[config.mk]
export PLATFORM = sky130hd
export DESIGN_NAME = ps2_scancode_decoder
export DESIGN_NICKNAME = d
export VERILOG_FILES = /design/src/rtl/ps2_scancode_decoder.sv
export SDC_FILE = /design/constraint.sdc
export NUM_CORES = 1
export LEC_CHECK = 0
export ABC_CLOCK_PERIOD_IN_PS = 7000
export BUFFER_PORTS_ARGS = -buffer_cell sky130_fd_sc_hd__buf_2
export CAP_MARGIN = 20
export CORE_ASPECT_RATIO = 0.6
export CORE_MARGIN = 2
export CORE_UTILIZATION = 40
export DETAILED_ROUTE_END_ITERATION = 10
export PLACE_DENSITY = 0.7
export SLEW_MARGIN = 20
export SYNTH_ARGS = -nofsm -noshare
export SYNTH_HDL_FRONTEND = slang
export SYNTH_SLANG_ARGS = --single-unit
export TNS_END_PERCENT = 1
[constraint.sdc]
create_clock -name clk -period 7 [get_ports clk]
set_input_delay 1.4 -clock clk [delete_from_list [all_inputs] [get_ports clk]]
set_output_delay 1.4 -clock clk [all_outputs]
set_load 0.01 [all_outputs]
[src/rtl/ps2_scancode_decoder.sv]
// PS/2 set-2 scan-code decoder: pops bytes from the receiver FIFO, folds E0/F0
// prefixes into key events, tracks the held key, flags auto-repeat and counts presses.
module ps2_scancode_decoder #(
  parameter int unsigned COUNT_W    = 8,
  parameter int unsigned GAP_CYCLES = 1
) (
  input  logic               clk,
  input  logic               rst,
  input  logic [7:0]         data,
  input  logic               ready,
  input  logic               overflow,
  output logic               nextdata_n,
  output logic               evt_valid,
  output logic               evt_break,
  output logic               evt_ext,
  output logic               evt_repeat,
  output logic [7:0]         evt_code,
  output logic [7:0]         evt_ascii,
  output logic               held_valid,
  output logic [7:0]         held_code,
  output logic [7:0]         held_ascii,
  output logic [COUNT_W-1:0] press_count,
  output logic               ovf_seen
);

  localparam int unsigned GAP_W = (GAP_CYCLES > 1) ? $clog2(GAP_CYCLES) : 1;

  typedef enum logic [1:0] {
    S_IDLE,
    S_POP,
    S_GAP
  } state_t;

  state_t             state_q;
  logic [GAP_W-1:0]   gap_q;
  logic               nextdata_n_q;
  logic               ext_pend_q;
  logic               brk_pend_q;
  logic               evt_valid_q;
  logic               evt_break_q;
  logic               evt_ext_q;
  logic               evt_repeat_q;
  logic [7:0]         evt_code_q;
  logic               held_valid_q;
  logic               held_ext_q;
  logic [7:0]         held_code_q;
  logic [COUNT_W-1:0] press_count_q;
  logic               ovf_seen_q;

  logic               key_match_d;
  logic [COUNT_W-1:0] press_count_d;
  logic [7:0]         evt_ascii_d;
  logic [7:0]         held_ascii_d;

  function automatic logic [7:0] code_to_ascii(input logic [7:0] code);
    logic [7:0] ch;
    ch = 8'h00;
    case (code)
      8'h1C: ch = 8'h61;
      8'h32: ch = 8'h62;
      8'h21: ch = 8'h63;
      8'h23: ch = 8'h64;
      8'h24: ch = 8'h65;
      8'h2B: ch = 8'h66;
      8'h34: ch = 8'h67;
      8'h33: ch = 8'h68;
      8'h43: ch = 8'h69;
      8'h3B: ch = 8'h6A;
      8'h42: ch = 8'h6B;
      8'h4B: ch = 8'h6C;
      8'h3A: ch = 8'h6D;
      8'h31: ch = 8'h6E;
      8'h44: ch = 8'h6F;
      8'h4D: ch = 8'h70;
      8'h15: ch = 8'h71;
      8'h2D: ch = 8'h72;
      8'h1B: ch = 8'h73;
      8'h2C: ch = 8'h74;
      8'h3C: ch = 8'h75;
      8'h2A: ch = 8'h76;
      8'h1D: ch = 8'h77;
      8'h22: ch = 8'h78;
      8'h35: ch = 8'h79;
      8'h1A: ch = 8'h7A;
      8'h45: ch = 8'h30;
      8'h16: ch = 8'h31;
      8'h1E: ch = 8'h32;
      8'h26: ch = 8'h33;
      8'h25: ch = 8'h34;
      8'h2E: ch = 8'h35;
      8'h36: ch = 8'h36;
      8'h3D: ch = 8'h37;
      8'h3E: ch = 8'h38;
      8'h46: ch = 8'h39;
      8'h29: ch = 8'h20;
      default: ch = 8'h00;
    endcase
    return ch;
  endfunction

  // The incoming byte is compared against the held key with the pending E0 flag as its ext bit.
  always_comb begin
    key_match_d   = held_valid_q && (held_ext_q == ext_pend_q) && (held_code_q == data);
    press_count_d = press_count_q + COUNT_W'(1);
    evt_ascii_d   = evt_ext_q  ? 8'h00 : code_to_ascii(evt_code_q);
    held_ascii_d  = held_ext_q ? 8'h00 : code_to_ascii(held_code_q);
  end

  always_ff @(posedge clk) begin
    if (rst) begin
      state_q       <= S_IDLE;
      gap_q         <= '0;
      nextdata_n_q  <= 1'b1;
      ext_pend_q    <= 1'b0;
      brk_pend_q    <= 1'b0;
      evt_valid_q   <= 1'b0;
      evt_break_q   <= 1'b0;
      evt_ext_q     <= 1'b0;
      evt_repeat_q  <= 1'b0;
      evt_code_q    <= '0;
      held_valid_q  <= 1'b0;
      held_ext_q    <= 1'b0;
      held_code_q   <= '0;
      press_count_q <= '0;
      ovf_seen_q    <= 1'b0;
    end else begin
      if (overflow) begin
        ovf_seen_q <= 1'b1;
      end
      evt_valid_q <= 1'b0;

      case (state_q)
        S_IDLE: begin
          if (ready) begin
            nextdata_n_q <= 1'b0;
            state_q      <= S_POP;
            if (data == 8'hE0) begin
              ext_pend_q <= 1'b1;
            end else if (data == 8'hF0) begin
              brk_pend_q <= 1'b1;
            end else begin
              evt_valid_q <= 1'b1;
              evt_code_q  <= data;
              evt_ext_q   <= ext_pend_q;
              evt_break_q <= brk_pend_q;
              ext_pend_q  <= 1'b0;
              brk_pend_q  <= 1'b0;
              if (!brk_pend_q) begin
                evt_repeat_q <= key_match_d;
                if (!key_match_d) begin
                  press_count_q <= press_count_d;
                  held_valid_q  <= 1'b1;
                  held_ext_q    <= ext_pend_q;
                  held_code_q   <= data;
                end
              end else begin
                evt_repeat_q <= 1'b0;
                if (key_match_d) begin
                  held_valid_q <= 1'b0;
                end
              end
            end
          end
        end
        S_POP: begin
          nextdata_n_q <= 1'b1;
          gap_q        <= GAP_W'(GAP_CYCLES - 1);
          state_q      <= S_GAP;
        end
        S_GAP: begin
          if (gap_q == '0) begin
            state_q <= S_IDLE;
          end else begin
            gap_q <= gap_q - GAP_W'(1);
          end
        end
        default: state_q <= S_IDLE;
      endcase
    end
  end

  assign nextdata_n  = nextdata_n_q;
  assign evt_valid   = evt_valid_q;
  assign evt_break   = evt_break_q;
  assign evt_ext     = evt_ext_q;
  assign evt_repeat  = evt_repeat_q;
  assign evt_code    = evt_code_q;
  assign evt_ascii   = evt_ascii_d;
  assign held_valid  = held_valid_q;
  assign held_code   = held_code_q;
  assign held_ascii  = held_ascii_d;
  assign press_count = press_count_q;
  assign ovf_seen    = ovf_seen_q;

endmodule

==> summary.txt <==
Status
  • Status: completed

Route
  • Wire per inst: approximately 18 um
  • Max layer used: met4
  • Post-route ant nets: 0
  • Total Routed Length: roughly 12000 um
  • Wl on met1: ~5900 um
  • Initial DRC Count: ~500
  • # DRC: 0
  • Vias per cell: ~6
  • DR pass1 iterations: 5
  • Met2 WL post-DR: 4326 um
  • DR WL met3: 1422 um
  • DR vias: 3962

STA
  • Crit share post-route: about two thirds
  • Fin Setup TNS: 0 ps
  • RSZ-0062 raised after global routing: false
  • Clock Skew: around 4.7 ps
  • Worst Tran Pin Value: around 900 ps
  • Min cycle time layout: 4728 ps
  • Max transition margin: between 40% and 50%
  • Final-report setup violation count: 0
  • FMAX: between 0.2 and 0.25 GHz
  • Final Hold Viols: 0
  • Max-slew violations: 0
  • Final worst slack: roughly 2300 ps

Yosys
  • Xor and xnor area share after synthesis: about 4.2%
  • Cells after Synth: 492
  • Main combinational cell family by area after synthesis: simple AND/OR/NAND/NOR gates
  • Synth warn: 0
  • Post-Synth Simple-Gate Area: 27.79%
  • #FFs+latches synth: 50
  • Synth Cell Area: roughly 3800 um2
  • Post-synth EDFFs: 0
  • Mapped Avg Cell Area: 7.678 um2
  • Seq/Total Area, Yosys: a little over a quarter
  • Compound-Gate Fraction of Synth Area: around 25%
  • Adder-Cell Fraction of Synth Area: 4.969%
  • FFs w/ async S/R, synth: 0%
  • Count of cell types in the netlist: 80
  • Mux cell area share after synthesis: roughly 4.1%
  • Prevailing post-synth register cell: dfxtp_1

Clocking
  • Worst-Skew Late Latency: approximately 290 ps
  • Htree depth: 2
  • CTS sink count: 50
  • Cts hold-fix bufs: 0
  • Clock root buffer: clkbuf_16
  • Setup Buffers After CTS: 0
  • Clock Tree Buf Depth: 2
  • Register clock-pin slew on the reported worst setup and hold paths: 70 ps
  • Post-cts repair resize count: 0
  • TritonCTS buffer count: 5
  • CTS tree: built

Global routing
  • Global-route wire length before repair: about 19000 um
  • Vias in the first global route: 3458
  • Total Routing Usage GR: approximately 23%
  • Initial antenna violation count: 0
  • Gr ovfl total: 0
  • Largest net degree at the start of global routing: 55

Floorplanning
  • I/O pins: 59
  • Core area: 9189 um2
  • Die ar.: about 10000 um2
  • Die W: between 100 and 150 um
  • Initial Util: between 40% and 50%
  • Rows: 27
  • Die height: between 70 and 80 um

Layout
  • NumNets Final: between 500 and 600
  • Share of layout cells above drive strength 1: roughly 17%
  • Layout area overhead: 12.72%
  • Post-route core utilization: 46.34%
  • Antenna fix cells: 0
  • Most frequent cells in the layout: 56 x buf_2, 52 x nand2_1, 50 x dfxtp_1
  • Most common cell after layout, fill and taps aside: buf_2
  • Design Area, Final: about 4300 um2

Placed design
  • I/O Buffers: 56
  • Placed instance area: 4101 um2
  • Hpwl dp: 8816 um
  • Setup WS pre-CTS: a little over 2000 ps
  • Gp weighted congestion: 0.9864

Job
  • Max-Cap Viols: 0

Power and ir drop
  • Pwr dens: 182.2 nW/um2
  • Worst vdd ir: ~0.000085 V
  • Pleak: approximately 1.8 nW

Critical path
  • Crit-path max FO: 15
  • Buf/Inv on CP: 1
  • Critical path class: primary input to flip-flop
  • Worst path arrival time: 4910 ps
  • CP max-delay cell: mux2i_1
  • Top delay family on crit path: compound AO/OA/AOI/OAI gates
  • Crit-path max cell delay: 360 ps
  • Setup crit start kind: primary input
  • Critical Path Sink Type: flip-flop
  • Critical Path RT: approximately 7000 ps
  • Most used cell, CP: ha_1
  • Cell Chain, Critical Path: buf_2 -> xor2_1 -> nor4_1 -> nand4_1 -> ha_1 -> and4bb_2 -> o31ai_4 -> mux2i_1 -> nor2_1 -> ha_1 -> a2111oi_0 -> a31oi_1 -> a21oi_1 -> o21a_1 -> a211oi_1 -> a211o_1

Hold path
  • Min-delay worst type: flip-flop to flip-flop
==> Yosys cell counts (3+ instances only) <==
library cell,instances,area (um2)
and3_1,3,18.77
xor2_1,15,131.4
o22ai_1,6,37.54
nor2b_1,10,62.56
and2_1,20,125.1
o21ai_1,7,35.03
xnor2_1,3,26.28
inv_2,4,15.01
nor2_1,35,131.4
or3_1,7,43.79
inv_1,24,90.09
a211oi_1,8,60.06
a2111oi_0,5,43.79
nor3_1,14,70.07
ha_1,15,187.7
o211ai_1,4,30.03
o21ai_0,15,75.07
a22oi_1,3,22.52
o32ai_1,4,35.03
nand3_1,20,100.1
o31ai_1,3,22.52
a21oi_1,30,150.1
o2111ai_1,3,26.28
buf_4,5,37.54
buf_2,8,40.04
a31oi_1,8,50.05
nand4_1,9,56.30
mux2i_1,12,120.1
nand2b_1,7,43.79
buf_1,4,15.01
dfxtp_1,50,1001
clkbuf_1,16,60.06
o311ai_1,3,26.28
nand2_1,52,195.2
nor4_1,4,25.02
==> final cells by class <==
| class | instances | area (um2) |
|---|---|---|
| clock buffers | 6 | 138.9 |
| repair buffers | 60 | 310.3 |
| clock inverters | 2 | 17.52 |
| fillers | 934 | 4931 |
| flip-flops and latches | 50 | 1001 |
| well taps | 130 | 162.7 |
| multi-input cells | 380 | 2514 |
| inverters | 30 | 113.9 |
==> cell families (layout without fill, tap and decap cells) <==
family / after synthesis / after routing
buffers and inverters: 63 / 98
adder cells (fa/ha/maj): 15 / 15
other: 1 / 2
multiplexers: 15 / 15
XOR/XNOR: 18 / 18
AND/OR/NAND/NOR: 198 / 198
AO/OA/AOI/OAI: 132 / 132
flip-flops: 50 / 50
==> worst min-delay path, cell delays in order, from the launching register on <==
cell and delay (ps):
dfxtp_1 310, nand2_1 50, a21oi_1 50
==> through the flow <==
stage          hold slack, ps  cells  total power (W)
4_1_cts                 461.8    658        0.0007750
5_1_grt                 486.3    658        0.0008164
3_5_place_dp            452.5    650        0.0005218
3_3_place_gp            442.0    650        0.0005214
2_1_floorplan           453.2    493        0.0004632
6_report                456.0    658        0.0007759
==> routing by layer <==
metal	vias up	GRT usage, %
met2	245	29.63
met4	0	4.086
met1	1852	36.30
met5	-	0
li1	1852	-
met3	13	6.402
==> where the power goes <==
part / internal (W) / switching [W]
sequential: 0.000301 / 0.0000163
combinational: 0.0000721 / 0.000133
clock: 0.000144 / 0.000110
total: 0.000517 / 0.000259
==> path summary, 6_finish.rpt <==
| kind | slack, ps | from | to | depth (start not counted) |
|---|---|---|---|---|
| min | 460 | evt_repeat | evt_repeat | 2 |
| max | 2270 | data[2] | flip-flop | 16 |
| min reg2reg | 460 | evt_repeat | evt_repeat | 2 |
| max reg2reg | 3090 | held_code[1] | flip-flop | 15 |
Note: power is estimated with default switching activity, not from simulation.
